[src/rtl/gate_truth_table_scanner.sv]
// Drives a 2-input gate through {a,b} = 00..11, captures its output into a
// 4-bit truth table, and compares it against an expected table latched at start.
module gate_truth_table_scanner #(
  parameter int SETTLE_CYCLES = 2
) (
  input  logic       clk,
  input  logic       rst,
  input  logic       start,
  input  logic [3:0] exp_tt,
  input  logic       gate_in,
  output logic       a,
  output logic       b,
  output logic       busy,
  output logic       done,
  output logic       pass,
  output logic [3:0] tt
);

  typedef enum logic [1:0] {
    IDLE   = 2'd0,
    DRIVE  = 2'd1,
    SAMPLE = 2'd2,
    CHECK  = 2'd3
  } state_t;

  // Out-of-range settings are pinned to the nearest value the 4-bit counter supports.
  localparam int SETTLE_CLAMPED = (SETTLE_CYCLES < 1)  ? 1  :
                                  (SETTLE_CYCLES > 15) ? 15 : SETTLE_CYCLES;
  localparam logic [3:0] SETTLE_LAST = 4'(SETTLE_CLAMPED - 1);

  state_t     state_reg;
  logic [1:0] idx_reg;
  logic [3:0] cnt_reg;
  logic [3:0] exp_reg;
  logic       accept_start;

  assign accept_start = (state_reg == IDLE) && start;

  always_ff @(posedge clk) begin
    if (rst) begin
      state_reg <= IDLE;
      idx_reg   <= 2'd0;
      cnt_reg   <= 4'd0;
      exp_reg   <= 4'd0;
      a         <= 1'b0;
      b         <= 1'b0;
      busy      <= 1'b0;
      done      <= 1'b0;
      pass      <= 1'b0;
    end else begin
      done <= 1'b0;
      unique case (state_reg)
        IDLE: begin
          a <= 1'b0;
          b <= 1'b0;
          if (start) begin
            exp_reg   <= exp_tt;
            idx_reg   <= 2'd0;
            cnt_reg   <= 4'd0;
            pass      <= 1'b0;
            busy      <= 1'b1;
            state_reg <= DRIVE;
          end
        end
        DRIVE: begin
          cnt_reg <= cnt_reg + 4'd1;
          if (cnt_reg == SETTLE_LAST) begin
            state_reg <= SAMPLE;
          end
        end
        SAMPLE: begin
          if (idx_reg == 2'd3) begin
            a         <= 1'b0;
            b         <= 1'b0;
            state_reg <= CHECK;
          end else begin
            // Present the next vector on the same edge that advances the index.
            {a, b}    <= idx_reg + 2'd1;
            idx_reg   <= idx_reg + 2'd1;
            cnt_reg   <= 4'd0;
            state_reg <= DRIVE;
          end
        end
        CHECK: begin
          pass      <= (tt == exp_reg);
          done      <= 1'b1;
          busy      <= 1'b0;
          state_reg <= IDLE;
        end
        default: state_reg <= IDLE;
      endcase
    end
  end

  // Each table bit is captured only in the SAMPLE cycle of its own vector.
  for (genvar gi = 0; gi < 4; gi++) begin : g_tt_bit
    logic capture_en;
    assign capture_en = (state_reg == SAMPLE) && (idx_reg == 2'(gi));

    always_ff @(posedge clk) begin
      if (rst || accept_start) begin
        tt[gi] <= 1'b0;
      end else if (capture_en) begin
        tt[gi] <= gate_in;
      end
    end
  end

endmodule

[config.mk]
export PLATFORM = sky130hd
export DESIGN_NAME = gate_truth_table_scanner
export DESIGN_NICKNAME = d
export VERILOG_FILES = /design/src/rtl/gate_truth_table_scanner.sv
export SDC_FILE = /design/constraint.sdc
export NUM_CORES = 1
export LEC_CHECK = 0
export ABC_AREA = 1
export BUFFER_PORTS_ARGS = -buffer_cell sky130_fd_sc_hd__buf_2
export CAP_MARGIN = 0
export CORE_ASPECT_RATIO = 0.75
export CORE_MARGIN = 10
export CORE_UTILIZATION = 53
export CTS_BUF_LIST = sky130_fd_sc_hd__clkbuf_16
export CTS_CLUSTER_SIZE = 28
export DETAILED_ROUTE_END_ITERATION = 12
export PLACE_DENSITY_LB_ADDON = 0.1
export SYNTH_ARGS = -nofsm -noshare
export SYNTH_HDL_FRONTEND = slang
export SYNTH_SLANG_ARGS = --single-unit
[constraint.sdc]
create_clock -name clk -period 1.2 [get_ports clk]
set_input_delay 0.24 -clock clk [delete_from_list [all_inputs] [get_ports clk]]
set_output_delay 0.24 -clock clk [all_outputs]
set_load 0.01 [all_outputs]
==> run summary <==
The run finished with clean final reports. In the detailed route, the total length drawn on met3 is 89 um. The clock passes through at most 2 buffers. The number of endpoints with negative hold slack in the final report was 0. The internal power consumption is 1.29 mW, and the area of the die is 0.00399 sq mm. In the final layout, the share of cells above drive strength 1 is 26.4%. Along the worst hold path, the cell count comes to 3. Based on the critical path, the design can be clocked at up to 889 MHz.

Of the available clock period, the critical path in the final layout requires 93.7%. In this run, post-CTS hold repair placed 0 buffers. The kind of end point of the critical path was a register. The final period demand of the worst path works out to 1120 ps. The worst register-to-register path has a depth of 3.

The highest layer touched by signal routing is met4. Synthesis instantiated 20 different standard cells from the library. At the end of routability-driven placement, the weighted congestion stood at 0.821. The tools report the total of fill cells in the finished design as 135. The count of mapped cells out of synthesis was 126. The fraction of power spent switching nets came out at 26.8%.

The antenna diode count is 0. During I/O placement, the number of pins put on the boundary was 17. The run gives 830 as the via count of the first global-routing pass. After clock tree synthesis, the clock-pin slew on the worst setup and hold paths is 60 ps.

The synthesized netlist occupies a cell area of 981 sq um. For this run the aggregate overflow at the end of global routing stands at 0. The worst setup path is launched from a register. In this run the worst hold path is classified as primary input to register.

The total negative setup slack came out at 0 ps. The max-slew violation total from the final report is 0. During placement, the flow inserted port buffers numbering 16. For this design the static power due to leakage is 0.550 nW. The cell taking the most area after synthesis was dfxtp_1. The overall track demand over capacity in global routing is 11.5%. The relative max-transition margin is 84.4%, and the proportion of netlist area held by the largest area contributor is 42.9%. The worst path required time came out at 1380 ps. Combinational logic is responsible for 14.8% of the overall power.

The core region is 0.00174 sq mm. Clock tree synthesis inserted a total of 3 buffers. Final critical-path setup slack: 75.6 ps.

The floorplan has 13 rows. Setup repair after global routing left no endpoint under its margin. The worst register-to-register path begins at cnt_reg[0]$_SDFFE_PP0P_.

The tool flagged a number of max-cap violations equal to 0. The tools report the net count reported at finish as 163. In this run the critical register-to-register path is captured at cnt_reg[1]$_SDFFE_PP0P_. The run gives 1300 ps as the signal arrival time at the worst endpoint.

The starting density of the core was 56.4%; the highest net fanout along the worst path was 6. TritonCTS built the clock tree. The critical path starts at cnt_reg[0]$_SDFFE_PP0P_. Across all layers, the routed design uses 867 vias. The root buffer cell chosen for the clock tree is clkbuf_16.

Of the synthesized area, sequential elements account for 42.9%. Across the routed clock network, the largest skew measured is 1.58 ps. After detailed routing, the number of vias per cell comes to 5.10. The first global-routing pass estimated 3780 um of wire.

The CTS H-tree depth was 1; the power share of the sequential group was 45.5%. The detail route stage leaves a number of antenna-violating nets equal to 0. The final standard cell utilization of the core is 68.9%, and the post-synthesis register bit count is 21. The HPWL after detailed placement is 1690 um, and the vertical die dimension is 57.3 um. For flop-to-flop paths, the worst setup slack is 80 ps. The critical path is of the register to register type. The clock network fraction of total power came out at 39.7%.

The path with the worst hold slack has its endpoint at exp_reg[2]$_SDFFE_PP0P_. The initial antenna violation count came out at 0. Setup violations remaining at the end of the flow were counted as 0. The area growth from synthesis to final layout is 22.2%. Power density over the cells: 1470 mW/mm^2.

The logs give 0.473 mW for the switching power and 1060 um for the post-route met1 wirelength. Source-to-sink clock delay at the later pin of the worst-skew pair: 250 ps. The number of nets handed over by synthesis was 140. In this run, the number of DRC markers left after iteration 0 of detailed routing was 48.

The run gives 3 as the number of optimization iterations in the first detailed-route pass. The largest net degree at the start of global routing is 13. During synthesis, Yosys emitted a total of 0 warnings. The number of remaining DRC errors came out at 0. In this run the post-CTS setup repair buffer count came out at 0.

The mean post-synth cell area is 7.79 sq um, and the total wire length after detailed routing is 2300 um. Ranked by total cell area, the synthesized netlist is headed by dfxtp_1 (43%), nand2_1 (11%), ha_1 (7.7%). For the pin with the worst max-slew slack, the measured transition is 234 ps. In the final routed layout, each cell accounts on average for 13.5 um.

The die is 69.7 um wide. The startpoint of the lowest-slack hold path was exp_tt[2]. IR analysis of the VDD net gives a maximum drop of 1.31 mV.

The clock drives 21 sinks. The run gives -11.5 ps as the worst setup timing slack at the placement stage. After detailed routing, the met2 layer carries 1140 um of wire.
==> Yosys cell counts, drive strengths merged <==
cell type / instances
nand2: 28
dfxtp: 21
a21oi: 14
nor2: 14
inv: 13
nand3: 13
ha: 6
o21ai: 5
nand4: 3
xor2: 3
buf: 2
or2: 2
o211ai: 1
xnor2: 1
==> timing repair <==
item / 4_1_cts / 5_1_grt
resized for setup: 2 / 8
setup endpoints to repair: 5 / 14
pin swaps: 0 / 0
==> power groups by stage <==
| stage | Clock (mW) | Combinational [mW] | Sequential, mW |
|---|---|---|---|
| final | 0.701 | 0.262 | 0.804 |
| after floorplan | 0 | 0.195 | 0.795 |
| after global placement | 0 | 0.243 | 0.809 |
| after global routing | 0.736 | 0.299 | 0.809 |
| after detailed placement | 0 | 0.251 | 0.812 |
| after CTS | 0.711 | 0.256 | 0.800 |
==> routing by layer <==
layer / vias to the layer above / track usage (%)
met5: - / 0
met4: 0 / 3.09
met3: 2 / 4.66
met2: 9 / 19.0
met1: 403 / 13.4
li1: 453 / -
==> cells by family (layout without fill, tap and decap cells) <==
| kind of cell | count (synthesis) | after routing | synth area share, % |
|---|---|---|---|
| xor+xnor | 4 | 4 | 3.57 |
| fa+ha+maj | 6 | 6 | 7.65 |
| simple gates | 60 | 60 | 28.3 |
| buf+inv | 15 | 37 | 7.14 |
| flops | 21 | 21 | 42.9 |
| compound gates | 20 | 20 | 10.5 |
==> worst max-delay path by stage <==
stage	end	slack, ps	depth (start not counted)
6_report	cnt_reg[1]$_SDFFE_PP0P_	80	3
5_1_grt	exp_reg[1]$_SDFFE_PP0P_	6	5
4_1_cts	cnt_reg[2]$_SDFFE_PP0P_	30	5
3_5_place_dp	exp_reg[0]$_SDFFE_PP0P_	-10	5
3_3_place_gp	exp_reg[0]$_SDFFE_PP0P_	20	5
2_1_floorplan	cnt_reg[3]$_SDFFE_PP0P_	140	5
==> critical path: stages (launching register included) <==
cell	delay, ps
dfxtp_1	440
ha_1	260
or2_0	210
a21oi_1	130
==> cell usage in the layout, fill, tap and decap left out, types with 2 or more instances in the layout <==
master	netlist	layout
dfxtp_2	0	5
nor2_1	12	11
nand4_1	3	3
inv_2	2	2
buf_4	0	4
clkbuf_16	0	3
nand2_2	0	2
nand2_1	28	26
dfxtp_1	21	16
xor2_1	3	3
buf_2	1	16
a21oi_1	14	14
ha_1	6	5
o21ai_0	5	4
nand3_1	13	13
inv_1	10	10
==> stage by stage <==
| stage | hold WS, ps | instances | total power, mW | area [sq um] |
|---|---|---|---|---|
| detailed placement | 447 | 166 | 1.06 | 1100 |
| finish | 241 | 170 | 1.77 | 1200 |
| floorplan | 400 | 126 | 0.990 | 981 |
| global route | 282 | 170 | 1.84 | 1200 |
| global placement | 442 | 166 | 1.05 | 1100 |
| CTS | 245 | 170 | 1.77 | 1180 |
==> area by class of cell <==
cell class	count	area [sq um]	area share, %
clock inverter	1	5.00	0.418
clock buffer	3	75.1	6.26
inverter	13	53.8	4.49
multi-input combinational	90	500	41.8
timing repair buffer	20	110	9.19
sequential	21	427	35.6
tap	22	27.5	2.30
Note: power is estimated with default switching activity, not from simulation.
